===== config.mk =====
export PLATFORM = sky130hd
export DESIGN_NAME = csr_trap_ctrl_flat
export DESIGN_NICKNAME = d
export VERILOG_FILES = /design/src/rtl/csr_trap_ctrl_if.sv /design/src/rtl/csr_trap_ctrl.sv /design/src/flat_wrapper.sv
export SDC_FILE = /design/constraint.sdc
export NUM_CORES = 1
export LEC_CHECK = 0
export BUFFER_PORTS_ARGS = -buffer_cell sky130_fd_sc_hd__buf_2
export CAP_MARGIN = 0
export CORE_MARGIN = 5
export CORE_UTILIZATION = 30
export DETAILED_ROUTE_END_ITERATION = 10
export SLEW_MARGIN = 10
export SYNTH_ARGS = -nofsm -noshare
export SYNTH_HDL_FRONTEND = slang
export SYNTH_SLANG_ARGS = --single-unit

===== constraint.sdc =====
create_clock -name clk_i -period 1.8 [get_ports clk_i]
set_input_delay 0.18 -clock clk_i [delete_from_list [all_inputs] [get_ports clk_i]]
set_output_delay 0.18 -clock clk_i [all_outputs]
set_load 0.01 [all_outputs]

===== src/rtl/csr_trap_ctrl_if.sv =====
// CSR register-file port: the trap sequencer is the master, the CSR file
// is the slave and answers reads combinationally in the same cycle.
interface csr_trap_ctrl_if #(
    parameter int DW    = 32,
    parameter int ADDRW = 12
);
    logic [ADDRW-1:0] addr;
    logic             we;
    logic             re;
    logic [DW-1:0]    wdata;
    logic [DW-1:0]    rdata;

    modport master (
        output addr,
        output we,
        output re,
        output wdata,
        input  rdata
    );

    modport slave (
        input  addr,
        input  we,
        input  re,
        input  wdata,
        output rdata
    );
endinterface


===== src/rtl/csr_trap_ctrl.sv =====
// Trap sequencer: machine external interrupt entry and MRET return,
// sharing the CSR file port with the pipeline while idle.
module csr_trap_ctrl #(
    parameter int              DW           = 32,
    parameter int              ADDRW        = 12,
    parameter logic [ADDRW-1:0] MSTATUS_ADDR = 12'h300,
    parameter logic [ADDRW-1:0] MIE_ADDR     = 12'h304,
    parameter logic [ADDRW-1:0] MTVEC_ADDR   = 12'h305,
    parameter logic [ADDRW-1:0] MEPC_ADDR    = 12'h341,
    parameter logic [ADDRW-1:0] MCAUSE_ADDR  = 12'h342,
    parameter logic [DW-1:0]    CAUSE_EXT    = 32'h8000000B
) (
    input  logic             clk_i,
    input  logic             rst_i,
    input  logic             intr_i,
    input  logic             mret_i,
    input  logic [DW-1:0]    pc_i,
    input  logic             pc_valid_i,
    input  logic [ADDRW-1:0] pipe_addr_i,
    input  logic             pipe_we_i,
    input  logic             pipe_re_i,
    input  logic [DW-1:0]    pipe_wdata_i,
    csr_trap_ctrl_if.master  csr,
    output logic             busy_o,
    output logic             redirect_o,
    output logic [DW-1:0]    redirect_pc_o,
    output logic             flush_o
);

    typedef enum logic [2:0] {
        IDLE,
        T_MIE,
        T_STATUS,
        T_EPC,
        T_CAUSE,
        T_VEC,
        R_STATUS,
        R_EPC
    } state_e;

    state_e           state_q, state_d;
    logic [DW-1:0]    epc_q, epc_d;

    logic [ADDRW-1:0] addr;
    logic             we;
    logic             re;
    logic [DW-1:0]    wdata;
    logic [DW-1:0]    rd;
    logic             busy;
    logic             redir;
    logic [DW-1:0]    rpc;

    assign rd = csr.rdata;

    always_comb begin
        state_d = state_q;
        epc_d   = epc_q;
        addr    = '0;
        we      = 1'b0;
        re      = 1'b0;
        wdata   = '0;
        busy    = 1'b1;
        redir   = 1'b0;
        rpc     = '0;

        unique case (state_q)
            IDLE: begin
                busy  = 1'b0;
                addr  = pipe_addr_i;
                we    = pipe_we_i;
                re    = pipe_re_i;
                wdata = pipe_wdata_i;
                // MRET wins; a pending interrupt is resampled afterwards
                if (mret_i) begin
                    state_d = R_STATUS;
                end else if (intr_i && pc_valid_i) begin
                    epc_d   = pc_i;
                    state_d = T_MIE;
                end
            end
            T_MIE: begin
                addr    = MIE_ADDR;
                re      = 1'b1;
                state_d = rd[11] ? T_STATUS : IDLE;
            end
            T_STATUS: begin
                addr = MSTATUS_ADDR;
                re   = 1'b1;
                if (rd[3]) begin
                    we       = 1'b1;
                    wdata    = rd;
                    wdata[7] = rd[3];
                    wdata[3] = 1'b0;
                    state_d  = T_EPC;
                end else begin
                    state_d = IDLE;
                end
            end
            T_EPC: begin
                addr    = MEPC_ADDR;
                we      = 1'b1;
                wdata   = epc_q;
                state_d = T_CAUSE;
            end
            T_CAUSE: begin
                addr    = MCAUSE_ADDR;
                we      = 1'b1;
                wdata   = CAUSE_EXT;
                state_d = T_VEC;
            end
            T_VEC: begin
                addr    = MTVEC_ADDR;
                re      = 1'b1;
                redir   = 1'b1;
                rpc     = {rd[DW-1:2], 2'b00};
                state_d = IDLE;
            end
            R_STATUS: begin
                addr     = MSTATUS_ADDR;
                re       = 1'b1;
                we       = 1'b1;
                wdata    = rd;
                wdata[3] = rd[7];
                wdata[7] = 1'b1;
                state_d  = R_EPC;
            end
            R_EPC: begin
                addr    = MEPC_ADDR;
                re      = 1'b1;
                redir   = 1'b1;
                rpc     = {rd[DW-1:2], 2'b00};
                state_d = IDLE;
            end
            default: begin
                state_d = IDLE;
            end
        endcase

        // Reset mid-sequence must not leak a write or a redirect
        if (rst_i) begin
            addr  = pipe_addr_i;
            we    = pipe_we_i;
            re    = pipe_re_i;
            wdata = pipe_wdata_i;
            busy  = 1'b0;
            redir = 1'b0;
            rpc   = '0;
        end
    end

    always_ff @(posedge clk_i) begin
        if (rst_i) begin
            state_q <= IDLE;
            epc_q   <= '0;
        end else begin
            state_q <= state_d;
            epc_q   <= epc_d;
        end
    end

    assign csr.addr      = addr;
    assign csr.we        = we;
    assign csr.re        = re;
    assign csr.wdata     = wdata;
    assign busy_o        = busy;
    assign redirect_o    = redir;
    assign flush_o       = redir;
    assign redirect_pc_o = rpc;

endmodule


===== src/flat_wrapper.sv =====
// flat-port wrapper written by rule: the top's interface ports become plain ports
module csr_trap_ctrl_flat 
#(
    parameter int              DW           = 32,
    parameter int              ADDRW        = 12,
    parameter logic [ADDRW-1:0] MSTATUS_ADDR = 12'h300,
    parameter logic [ADDRW-1:0] MIE_ADDR     = 12'h304,
    parameter logic [ADDRW-1:0] MTVEC_ADDR   = 12'h305,
    parameter logic [ADDRW-1:0] MEPC_ADDR    = 12'h341,
    parameter logic [ADDRW-1:0] MCAUSE_ADDR  = 12'h342,
    parameter logic [DW-1:0]    CAUSE_EXT    = 32'h8000000B
)
  (clk_i, rst_i, intr_i, mret_i, pc_i, pc_valid_i, pipe_addr_i, pipe_we_i, pipe_re_i, pipe_wdata_i, busy_o, redirect_o, redirect_pc_o, flush_o, csr_addr, csr_we, csr_re, csr_wdata, csr_rdata);
  csr_trap_ctrl_if #(.DW(DW), .ADDRW(ADDRW)) csr_i ();
  input  logic clk_i;
  input  logic rst_i;
  input  logic intr_i;
  input  logic mret_i;
  input  logic [DW-1:0] pc_i;
  input  logic pc_valid_i;
  input  logic [ADDRW-1:0] pipe_addr_i;
  input  logic pipe_we_i;
  input  logic pipe_re_i;
  input  logic [DW-1:0] pipe_wdata_i;
  output logic busy_o;
  output logic redirect_o;
  output logic [DW-1:0] redirect_pc_o;
  output logic flush_o;
  output wire logic [$bits(csr_i.addr)-1:0] csr_addr;
  output wire logic [$bits(csr_i.we)-1:0] csr_we;
  output wire logic [$bits(csr_i.re)-1:0] csr_re;
  output wire logic [$bits(csr_i.wdata)-1:0] csr_wdata;
  input wire logic [$bits(csr_i.rdata)-1:0] csr_rdata;
  assign csr_addr = csr_i.addr;
  assign csr_we = csr_i.we;
  assign csr_re = csr_i.re;
  assign csr_wdata = csr_i.wdata;
  assign csr_i.rdata = csr_rdata;
  csr_trap_ctrl #(.DW(DW), .ADDRW(ADDRW), .MSTATUS_ADDR(MSTATUS_ADDR), .MIE_ADDR(MIE_ADDR), .MTVEC_ADDR(MTVEC_ADDR), .MEPC_ADDR(MEPC_ADDR), .MCAUSE_ADDR(MCAUSE_ADDR), .CAUSE_EXT(CAUSE_EXT)) u_core (.clk_i(clk_i), .rst_i(rst_i), .intr_i(intr_i), .mret_i(mret_i), .pc_i(pc_i), .pc_valid_i(pc_valid_i), .pipe_addr_i(pipe_addr_i), .pipe_we_i(pipe_we_i), .pipe_re_i(pipe_re_i), .pipe_wdata_i(pipe_wdata_i), .csr(csr_i), .busy_o(busy_o), .redirect_o(redirect_o), .redirect_pc_o(redirect_pc_o), .flush_o(flush_o));
endmodule

### After elaboration in Yosys (flattened, before gate mapping)

Cells that the tools add are included.

| storage, ports and cells | value |
|---|---|
| register bits | 35 |
| input port bits | 115 |
| output and inout bits | 81 |
| logic and storage cells | 40 |

| operators by class | value |
|---|---|
| eq/ne operators | 8 |
| multiplexer cells | 21 |
| bitwise operators | 1 |
| reductions and logical operators | 8 |

Operator list:

| operator | count |
|---|---|
| $pmux 32 s5 | 1 |
| $mux 32 | 4 |
| $pmux 12 s6 | 1 |
| $pmux 3 s7 | 1 |
| $eq 3x3->1 const B | 4 |
| $mux 12 | 1 |
| $mux 1 | 7 |
| $eq 3x2->1 const B | 2 |
| $mux 3 | 2 |
| $reduce_or 2->1 | 3 |
| $reduce_or 5->1 | 1 |
| $mux 2 | 2 |
| $eq 3x1->1 const B | 1 |
| $logic_not 3->1 | 1 |
| $ne 3x2->1 const B | 1 |
| $pmux 1 s3 | 1 |
| $reduce_and 3->1 | 1 |
| $reduce_or 3->1 | 1 |
| $pmux 1 s2 | 1 |
| $logic_and 1x1->1 | 1 |
| $not 1->1 | 1 |

### Depth between registers and ports, before layout

Gate-level depths: netlist of run 1.

| logic depth | value |
|---|---|
| word-level depth | 4 |
| mapped depth | 6 |
| depth with buffers taken out | 3 |

### Worst setup path before layout of run 1

OpenSTA, ideal clock, no wires.

| timing path | value |
|---|---|
| path kind | register to output |
| start point | register u_core.state_q[2] |
| end point | output port csr_addr[10] |
| arrival time | 1303 ps |
| data required time | 1620 ps |
| path slack | 317 ps |
| stages on the path, launching flop included | 7 |
| path buffers | 3 |
| cell sequence | dfxtp_1 buf_6 or3_1 buf_6 nand2_8 buf_6 and2_1 |

| between the ends | value |
|---|---|
| longest elaborated chain between the ends | 4 |
| elaborated cells on any way between the ends | 12 |
| those cells by class | eq/ne (7); mux (2); reduce/logical (3) |

Ends and longest elaborated chain:

| what | line | source |
|---|---|---|
| from (decl) | csr_trap_ctrl.sv:41 | `state_e state_q, state_d;` |
| from (signal assigned) | csr_trap_ctrl.sv:156 | `state_q <= state_d;` |
| $eq 3x2->1 or $eq 3x3->1 (tied branches) | csr_trap_ctrl.sv:66 | `unique case (state_q)` |
| $reduce_or 2->1 (no source line) | n/a |  |
| $pmux 12 s6 * | csr_trap_ctrl.sv:66 |  |
| $mux 12 * | csr_trap_ctrl.sv:140 | `if (rst_i) begin` |
| to (decl) | flat_wrapper.sv:29 | `output wire logic [$bits(csr_i.addr)-1:0] csr_addr;` |

Every way passes the cells marked *; elsewhere a longest branch is shown, timed or not.

### Final worst setup path of run 1

| timing path | value |
|---|---|
| start point | register u_core.state_q[2] |
| end point | output port csr_wdata[11] |

| between the ends | value |
|---|---|
| longest elaborated chain between the ends | 3 |
| elaborated cells on any way between the ends | 7 |
| those cells by class | eq/ne (4); mux (2); reduce/logical (1) |

Ends and longest elaborated chain:

| what | line | source |
|---|---|---|
| $eq 3x3->1, or another cell as far along | csr_trap_ctrl.sv:66 |  |
| $pmux 32 s5 * | csr_trap_ctrl.sv:66 |  |
| $mux 32 * | csr_trap_ctrl.sv:140 |  |
| to (decl) | flat_wrapper.sv:32 | `output wire logic [$bits(csr_i.wdata)-1:0] csr_wdata;` |

Marked as above.

==> results of run 1 <==
[layout make-up]
| type | count | share of cell area |
|---|---|---|
| clock buffers | 6 | 0.0197 |
| clock inverters | 2 | 0.00837 |
| well taps | 108 | 0.0323 |
| inverters | 6 | 0.00538 |
| multi-input cells | 264 | 0.448 |
| flip-flops and latches | 35 | 0.170 |
| repair buffers | 227 | 0.317 |
[flip-flops by register name, summed over array words and instances (netlist names)]
name and flops:
u_core.state_q 3, u_core.epc_q 32
[synth_stat cells (2+ instances only)]
master,number,area (sq um)
a21o_1,2,15.0
a21oi_1,38,190
a221oi_1,2,17.5
a22oi_1,27,203
a2bb2oi_1,2,17.5
a31oi_1,2,12.5
and2_1,36,225
buf_2,13,65.1
buf_4,3,22.5
buf_6,8,90.1
clkbuf_1,18,67.6
dfxtp_1,35,701
inv_1,6,22.5
nand2_1,6,22.5
nand2b_1,9,56.3
nand3_1,32,160
nand3b_1,3,22.5
nor2_1,4,15.0
nor2b_1,6,37.5
o21ai_0,8,40.0
o21ai_1,30,150
o21bai_1,2,15.0
o22ai_1,2,12.5
o2bb2ai_1,28,245
[per-layer routing]
| metal | share of wire | vias up |
|---|---|---|
| li1 | - | 1666 |
| met1 | 0.41 | 1655 |
| met2 | 0.48 | 186 |
| met3 | 0.090 | 13 |
| met4 | 0.013 | 0 |
| met5 | 0 | - |
[through the flow]
stage	power [mW]	cell area (sq um)	hold slack [ns]	cells
after global routing	3.26	4190	0.130	648
after CTS	2.91	3850	0.127	635
after floorplan	1.61	2600	0.328	342
after detailed placement	2.04	3630	0.439	621
after global placement	2.02	3630	0.435	621
final	3.09	4190	0.133	648
[logic make-up after synthesis]
logic type / count (synthesis) / synth area share
AOI/OAI and AO/OA: 150 / 0.377
buffers and inverters: 48 / 0.103
DFF: 35 / 0.270
muxes: 2 / 0.00818
other: 1 / 0.00144
and+or+nand+nor: 105 / 0.240
[power by group]
| group | leakage [nW] | switching [mW] | total, mW | internal (mW) |
|---|---|---|---|---|
| Combinational | 1.56 | 0.828 | 1.48 | 0.654 |
| Clock | 0.0612 | 0.311 | 0.760 | 0.449 |
| Sequential | 0.285 | 0.0376 | 0.849 | 0.811 |
| Total | 1.91 | 1.18 | 3.09 | 1.91 |
[timing repair]
item | in CTS | in global routing
setup buffers | 2 | 9
setup endpoints to repair | 59 | 58
pin swaps | 5 | 18
hold buffers | 0 | 0
gates cloned | 4 | 5
gates resized for setup | 13 | 39
[worst paths after layout]
check / start / to / slack (ns) / cells after the start
hold reg to reg: u_core.epc_q[0]$_SDFFE_PP0P_ / u_core.epc_q[0]$_SDFFE_PP0P_ / 0.48 / 2
setup / recovery: u_core.state_q[2]$_SDFFE_PP0P_ / csr_wdata[11] / -0.05 / 4
hold / removal: pc_i[0] / u_core.epc_q[0]$_SDFFE_PP0P_ / 0.13 / 3
setup reg to reg: u_core.state_q[2]$_SDFFE_PP0P_ / u_core.epc_q[1]$_SDFFE_PP0P_ / 0.21 / 4
[critical path, stage by stage, from the launching register on]
cell and delay, ns:
dfxtp_4 0.40, or3_4 0.50, nand2_8 0.19, o2bb2ai_1 0.14, buf_2 0.15
==> out/metrics.csv, run 1 <==
metric;value;unit
run_status;complete, but fails checks;
failed_checks;negative setup slack;
floorplan.die.height;103;um
totalNegativeSetupSlack;-0.591;ns
worst_setup_path_end_kind;output port;
layout_common_cells;193 x buf_2, 37 x a21oi_1, 36 x and2_1, 32 x nand3_1, 32 x dfxtp_1;
syn_inst;341;
first_global_vias;3258;
die_area;10600;sq um
grt_busiest_layer;met2;
global_route.usage.total;0.208;
final_min_period_over_clock_period;1.03;
grt_antenna_before_repair;0;
clk-insertion-delay-late;0.29;ns
area_of_the_core_region;8590;sq um
ys_async_sr_fraction;0;
critPathLaunchType;register;
final-max-slew-violation-count;0;
post_route_minimum_period;1.85;ns
num_rows;34;
ys_warn_count;0;
area_growth;61.0;%
static-leakage-power;1.91;nW
vias;3520;
gp_congestion;0.876;
globalRouteMet1Util;0.268;
tritoncts_buffer_count;5;
worst_hold_path_type;in -> reg;
numPortBuffers;193;
cts_max_path_buffers;2;
max_capacitance_violation_count;0;
grtUsageMet3;0.0359;
synth_cell_type_count;43;
layout.core_utilization;0.487;
cts_sinks;35;
ys_seq_area_frac;0.270;
critical_path_required;1.62;ns
synth_ff_type;dfxtp_1;
place_ws;-0.0348;ns
n_antenna_cell;0;
level_count_of_the_clock_h_tree;2;
drt_iter0_markers;132;
ctsRootBufferMaster;clkbuf_8;
tritoncts_clock_tree;built;
worst_case_vdd_ir_drop;0.442;mV
clock.fmax;0.541;GHz
global_route.usage.met2;0.366;
fillers;880;
postRouteWirelength;12.3;mm
worstPathArrival;1.67;ns
layout.cells.most_common;buf_2;
powerDensity;738;nW/um^2
dp_hpwl;7.89;mm
share_of_cells_above_drive_strength_1;0.502;
syn_area_per_cell;7.62;sq um
layout_setup_ws;-0.0490;ns
initial_utilization;0.302;
via_per_inst;5.43;
grt_pass1_wl;17.0;mm
globalRouteOverflowTotal;0;
chipWidth;103;um
multi_input_comb_area;1870;sq um
drt_pass1_iterations;5;
post_synth_instance_area;2600;sq um
regArea;709;sq um
count_of_state_elements_after_synthesis;35;
design.portCount;196;
rsz0062_at_grt;yes;
timing_hold_violations_final;0;
detail-route-antenna-nets;0;
setup-violations-final;24;
count_of_flip_flops_with_a_built_in_enable_after_synthesis;0;
design.final.nets;654;
route.detailed.wl_per_inst;19.0;um
critical_path_class;reg -> out;
post_route_drc_violation_count;0;
finClkSkew;0.00661;ns
worst_setup_hold_path_clk_slew;0.08;ns
grt_max_degree;34;
critical_path_peak_fanout;10;
Power figures use the tool's default switching activity.
==> run 2: changes to the inputs <==
- clock period: 1.8 -> 2.1 ns (I/O delays scaled with it)
==> out/metrics.csv, run 2 (synthesis results as in run 1) <==
metric;value;unit;change
clk-insertion-delay-late;0.28;ns;about the same
clock.fmax;0.496;GHz;
n_antenna_cell;0;;unchanged
max_capacitance_violation_count;0;;unchanged
layout.core_utilization;0.435;;-0.0521
totalNegativeSetupSlack;0;ns;+0.591 ns
run_status;finished, final reports clean;;
dp_hpwl;7.86;mm;-0.32%
setup-violations-final;0;;-100%
critical_path.cell_chain;buf_4 > a21oi_1 > or4_1 > o211ai_1 > buf_2;;
layout_common_cells;193 x buf_2, 38 x a21oi_1, 36 x and2_1, 33 x dfxtp_1, 32 x nand3_1;;
critical_path_peak_fanout;8;;-2
postRouteWirelength;10.4;mm;-16%
design.portCount;196;;unchanged
num_rows;34;;unchanged
place_ws;0.343;ns;+0.377 ns
placedInstanceArea;3620;sq um;-0.14%
worstPathArrival;1.81;ns;+0.14 ns
first_global_vias;3150;;-3.3%
worst_hold_path_type;in -> reg;;
placedCellCount;622;;+0.16%
critical_path_required;1.89;ns;+0.27 ns
ctsHoldBuffers;0;;unchanged
die_area;10600;sq um;unchanged
gp_congestion;0.824;;-6.0%
fillers;915;;+4.0%
numPortBuffers;193;;unchanged
crit-reg2reg-capture;u_core.epc_q[26]$_SDFFE_PP0P_;;
rr_startpoint;u_core.state_q[2]$_SDFFE_PP0P_;;
final_cell_count_no_fill;630;;-2.8%
timing_hold_violations_final;0;;unchanged
grt_pass1_wl;15.5;mm;-9.2%
cts_sinks;35;;unchanged
tritoncts_buffer_count;5;;unchanged
critPathLaunchType;register;;
static-leakage-power;1.74;nW;-8.8%
drt_pass1_iterations;5;;unchanged
grt_max_degree;38;;+12%
layout.cells.most_common;buf_2;;
powerDensity;610;nW/um^2;-17%
critical_path_class;reg -> out;;
globalRouteOverflowTotal;0;;unchanged
chipWidth;103;um;unchanged
critPathCapture;csr_wdata[0];;
r2r_cells;4;;unchanged
post_route_drc_violation_count;0;;unchanged
tritoncts_clock_tree;built;;
final_min_period_over_clock_period;0.960;;
worst_setup_hold_path_clk_slew;0.07;ns;about the same
via_per_inst;5.21;;-4.1%
finClkSkew;0.00191;ns;-0.00470 ns
initial_utilization;0.302;;unchanged
worst_setup_path_end_kind;output port;;
floorplan.die.height;103;um;unchanged
fin_area;3740;sq um;-11%
regMostFlops;u_core.epc_q;;
final-max-slew-violation-count;0;;unchanged
layout_setup_ws;0.0831;ns;+0.132 ns
level_count_of_the_clock_h_tree;2;;unchanged
crit_path_max_incr_delay;0.50;ns;about the same
vias;3282;;-6.8%
share_of_cells_above_drive_strength_1;0.439;;-0.0632
design.final.nets;636;;-2.8%
worst_case_vdd_ir_drop;0.279;mV;-37%
detail-route-antenna-nets;0;;unchanged
largest_registers_in_the_final_layout;u_core.epc_q x32, u_core.state_q x3;;
drt_iter0_markers;75;;-43%
grt_antenna_before_repair;0;;unchanged
largest_reg_flops;32;;unchanged
post-layout-total-power;2.28;mW;-26%
worst_hold_slack;0.172;ns;+0.0387 ns
startpoint;u_core.state_q[2]$_SDFFE_PP0P_;;
post_route_minimum_period;2.02;ns;
area_growth;43.8;%;
rrSetupSlack;0.50;ns;+0.29 ns
ctsRootBufferMaster;clkbuf_8;;
timing.critical_path.slowest_stage_cell;dfxtp_1;;
global_route.usage.total;0.184;;-0.0244
rsz0062_at_grt;no;;
area_of_the_core_region;8590;sq um;unchanged
cts_max_path_buffers;2;;unchanged
hold_path_startpoint;pc_i[15];;
route.detailed.wl_per_inst;16.4;um;-13%
[run 2: cell types whose count changed in the layout (fill, tap and decap cells not counted), sizes merged]
cell | before | now
buf | 224 | 214
nand2 | 10 | 7
clkinvlp | 0 | 1
clkbuf | 9 | 7
o21ba | 3 | 1
clkinv | 1 | 0
bufinv | 1 | 0
[run 2: worst min path at each step]
| stage | to | slack, ns | cells past startpoint |
|---|---|---|---|
| after global placement | u_core.epc_q[23]$_SDFFE_PP0P_ | 0.46 | 3 |
| after floorplan | u_core.epc_q[0]$_SDFFE_PP0P_ | 0.36 | 2 |
| after global routing | u_core.epc_q[15]$_SDFFE_PP0P_ | 0.17 | 3 |
| after detailed placement | u_core.epc_q[27]$_SDFFE_PP0P_ | 0.47 | 2 |
| after CTS | u_core.epc_q[15]$_SDFFE_PP0P_ | 0.16 | 3 |
| final | u_core.epc_q[15]$_SDFFE_PP0P_ | 0.17 | 3 |
[run 2: final cells by class]
cell class	count	area, sq um	share of cell area
inverters	6	22.5	0.00603
well taps	108	135	0.0362
clock inverters	1	7.51	0.00201
repair buffers	214	1120	0.301
clock buffers	7	96.3	0.0258
multi-input cells	259	1650	0.441
flip-flops and latches	35	703	0.188
[run 2: what timing repair did]
item,in CTS,in global routing
resized for setup,0,3
endpoints found under the setup margin,0,28
buffers inserted,0,0
[run 2: critical path: cells and delay by family, from the launching register on]
family	cells	cell delay, ns
DFF	1	0.50
and+or+nand+nor	1	0.48
buffers and inverters	2	0.37
AOI/OAI and AO/OA	2	0.17
[run 2: power by group]
group	switching [mW]	leakage, nW	total [mW]	internal [mW]
Combinational	0.579	1.41	1.00	0.424
Sequential	0.0320	0.284	0.726	0.694
Clock	0.250	0.0505	0.549	0.299
[run 2: routing by layer]
metal,track usage,vias up,part of all wire
li1,-,1618,-
met1,0.231,1491,0.42
met2,0.327,167,0.49
met3,0.0332,6,0.085
met4,0.0398,0,0.0086
met5,0,-,0
==> run 3: changes to the inputs <==
- CORE_ASPECT_RATIO: unset -> 0.9
- CORE_UTILIZATION: 30 -> 41
- GPL_TIMING_DRIVEN: unset -> 0
- PLACE_DENSITY: unset -> 0.82
==> out/metrics.csv, run 3 (synthesis results as in run 1) <==
metric;value;unit;change
design.portCount;196;;unchanged
tightest_pin_transition;0.508;ns;
static-leakage-power;1.84;nW;+5.9%
area_of_the_core_region;6150;sq um;-28%
tritoncts_buffer_count;5;;unchanged
clock.fmax;0.490;GHz;-1.2%
final_min_period_over_clock_period;0.972;;+0.0117
n_antenna_cell;0;;unchanged
critPathLaunchType;register;;
timing.critical_path.slowest_stage_cell;or3_1;;
switchingPower;0.902;mW;+4.8%
share_of_cells_above_drive_strength_1;0.435;;-0.00336
slew-limit-headroom;0.662;;
rsz0062_at_grt;yes;;
fin_area;3910;sq um;+4.6%
grt_pass1_wl;16.5;mm;+6.5%
die_area;8030;sq um;-24%
critical_path_class;reg -> out;;
power_frac_seq;0.303;;-0.016
largest_reg_flops;32;;unchanged
first_global_vias;3405;;+8.1%
critical_path_peak_fanout;10;;+2
timing.critical_path.buf_inv;4;;+2
ctsHoldBuffers;0;;unchanged
globalRouteOverflowTotal;0;;unchanged
drt_pass1_iterations;5;;unchanged
gp_congestion;0.914;;+11%
layout.cells.most_common;buf_2;;
floorplan.die.height;85.5;um;-17%
layout_common_cells;203 x buf_2, 38 x a21oi_1, 36 x and2_1, 34 x dfxtp_1, 32 x nand3_1;;
critical_path_required;1.89;ns;about the same
worst_hold_path_type;in -> reg;;
level_count_of_the_clock_h_tree;2;;unchanged
layout.core_utilization;0.636;;+0.201
finClkSkew;0.00450;ns;+0.00259 ns
regMostFlops;u_core.epc_q;;
vias;3448;;+5.1%
post_route_drc_violation_count;0;;unchanged
chipWidth;93.9;um;-8.9%
route.detailed.wl_per_inst;17.1;um;+3.7%
internal_power;1.46;mW;+2.8%
critical_path.cell_chain;buf_6 > or3_1 > buf_6 > nand2_8 > clkbuf_16 > o2bb2ai_1 > buf_2;;
timing.critical_path.max_delay_family;buffers and inverters;;
cts_max_path_buffers;2;;unchanged
numPortBuffers;193;;unchanged
critPathMostFrequentCell;buf_6;;
setup-violations-final;0;;unchanged
worstPathArrival;1.83;ns;+0.02 ns
global_route.usage.total;0.251;;+0.0671
num_rows;27;;-21%
via_per_inst;5.42;;+4.1%
placedInstanceArea;3680;sq um;+1.4%
worst_case_vdd_ir_drop;0.362;mV;+30%
postRouteWirelength;10.8;mm;+4.7%
dp_hpwl;8.39;mm;+6.7%
crit_path_max_incr_delay;0.38;ns;-0.12 ns
post_route_minimum_period;2.04;ns;+0.0245 ns
tritoncts_clock_tree;built;;
powerDensity;604;nW/um^2;-0.95%
worst_setup_path_end_kind;output port;;
run_status;finished, final reports clean;;
design.final.nets;663;;+4.2%
power.share.switching;0.383;;+0.00451
max_capacitance_violation_count;0;;unchanged
fillers;601;;-34%
largest_registers_in_the_final_layout;u_core.epc_q x32, u_core.state_q x3;;
clock_network_fraction_of_design_power;0.208;;-0.033
final-max-slew-violation-count;0;;unchanged
timing_hold_violations_final;0;;unchanged
grt_antenna_before_repair;0;;unchanged
worst_setup_hold_path_clk_slew;0.08;ns;about the same
grt_max_degree;12;;-68%
detail-route-antenna-nets;0;;unchanged
clk-insertion-delay-late;0.29;ns;about the same
ctsRootBufferMaster;clkbuf_8;;
pwr-share-comb;0.489;;+0.049
cts_sinks;35;;unchanged
initial_utilization;0.423;;+0.120
drt_iter0_markers;208;;+180%
area_growth;50.4;%;
-- run 3: cell types whose count changed in the layout (fill, tap and decap cells not counted), sizes merged --
cell      before  now
clkbuf         7   29
buf          214  219
clkinv         0    1
clkinvlp       1    0
-- run 3: final timing paths --
path         slack [ns]  depth (start not counted)                            end                      startpoint
min reg2reg        0.48                          2  u_core.epc_q[22]$_SDFFE_PP0P_   u_core.epc_q[22]$_SDFFE_PP0P_
max                0.06                          7                  csr_wdata[12]  u_core.state_q[2]$_SDFFE_PP0P_
max reg2reg        0.47                          7  u_core.epc_q[25]$_SDFFE_PP0P_  u_core.state_q[2]$_SDFFE_PP0P_
min                0.16                          3   u_core.epc_q[2]$_SDFFE_PP0P_                         pc_i[2]
-- run 3: final cells by class --
type	count	area [sq um]	share of cell area
Multi-Input combinational cell	259	1650	0.421
Timing Repair Buffer	199	1080	0.275
Sequential cell	35	702	0.180
Buffer	42	270	0.0692
Tap cell	87	109	0.0279
Clock buffer	7	76.3	0.0195
Inverter	6	22.5	0.00576
Clock inverter	1	5.00	0.00128
-- run 3: power groups by stage --
| stage | Sequential [mW] | Clock, mW | Combinational [mW] |
|---|---|---|---|
| floorplan | 0.721 | 0 | 0.656 |
| global placement | 0.726 | 0 | 1.04 |
| detailed placement | 0.728 | 0 | 1.05 |
| CTS | 0.713 | 0.485 | 1.06 |
| global route | 0.716 | 0.525 | 1.25 |
| finish | 0.714 | 0.492 | 1.15 |
-- run 3: per-layer routing --
layer  vias up  track usage  share of wire
met2       156        0.420           0.49
met4         0       0.0735          0.015
met1      1596        0.316           0.41
met3        16       0.0675          0.086
li1       1680            -              -
met5         -            0              0
-- run 3: repair_timing --
item                       4_1_cts  5_1_grt
resized for setup                3       15
buffers inserted                 0        3
setup endpoints to repair       20       22
gates cloned                     0        3
-- run 3: tightest hold or removal path, stage by stage --
cell and delay, ns:
buf_2 0.10, nand3_1 0.05, a21oi_1 0.05
-- run 3: through the flow --
step / total power [mW] / setup WS (ns) / TNS (ns) / hold WS [ns] / cells
6_report: 2.36 / 0.0586 / 0 / 0.163 / 636
5_1_grt: 2.49 / -0.00912 / -0.0340 / 0.166 / 636
4_1_cts: 2.26 / 0.0283 / 0 / 0.162 / 630
3_5_place_dp: 1.78 / 0.120 / 0 / 0.469 / 622
3_3_place_gp: 1.77 / 0.122 / 0 / 0.465 / 622
2_1_floorplan: 1.38 / 0.587 / 0 / 0.358 / 342
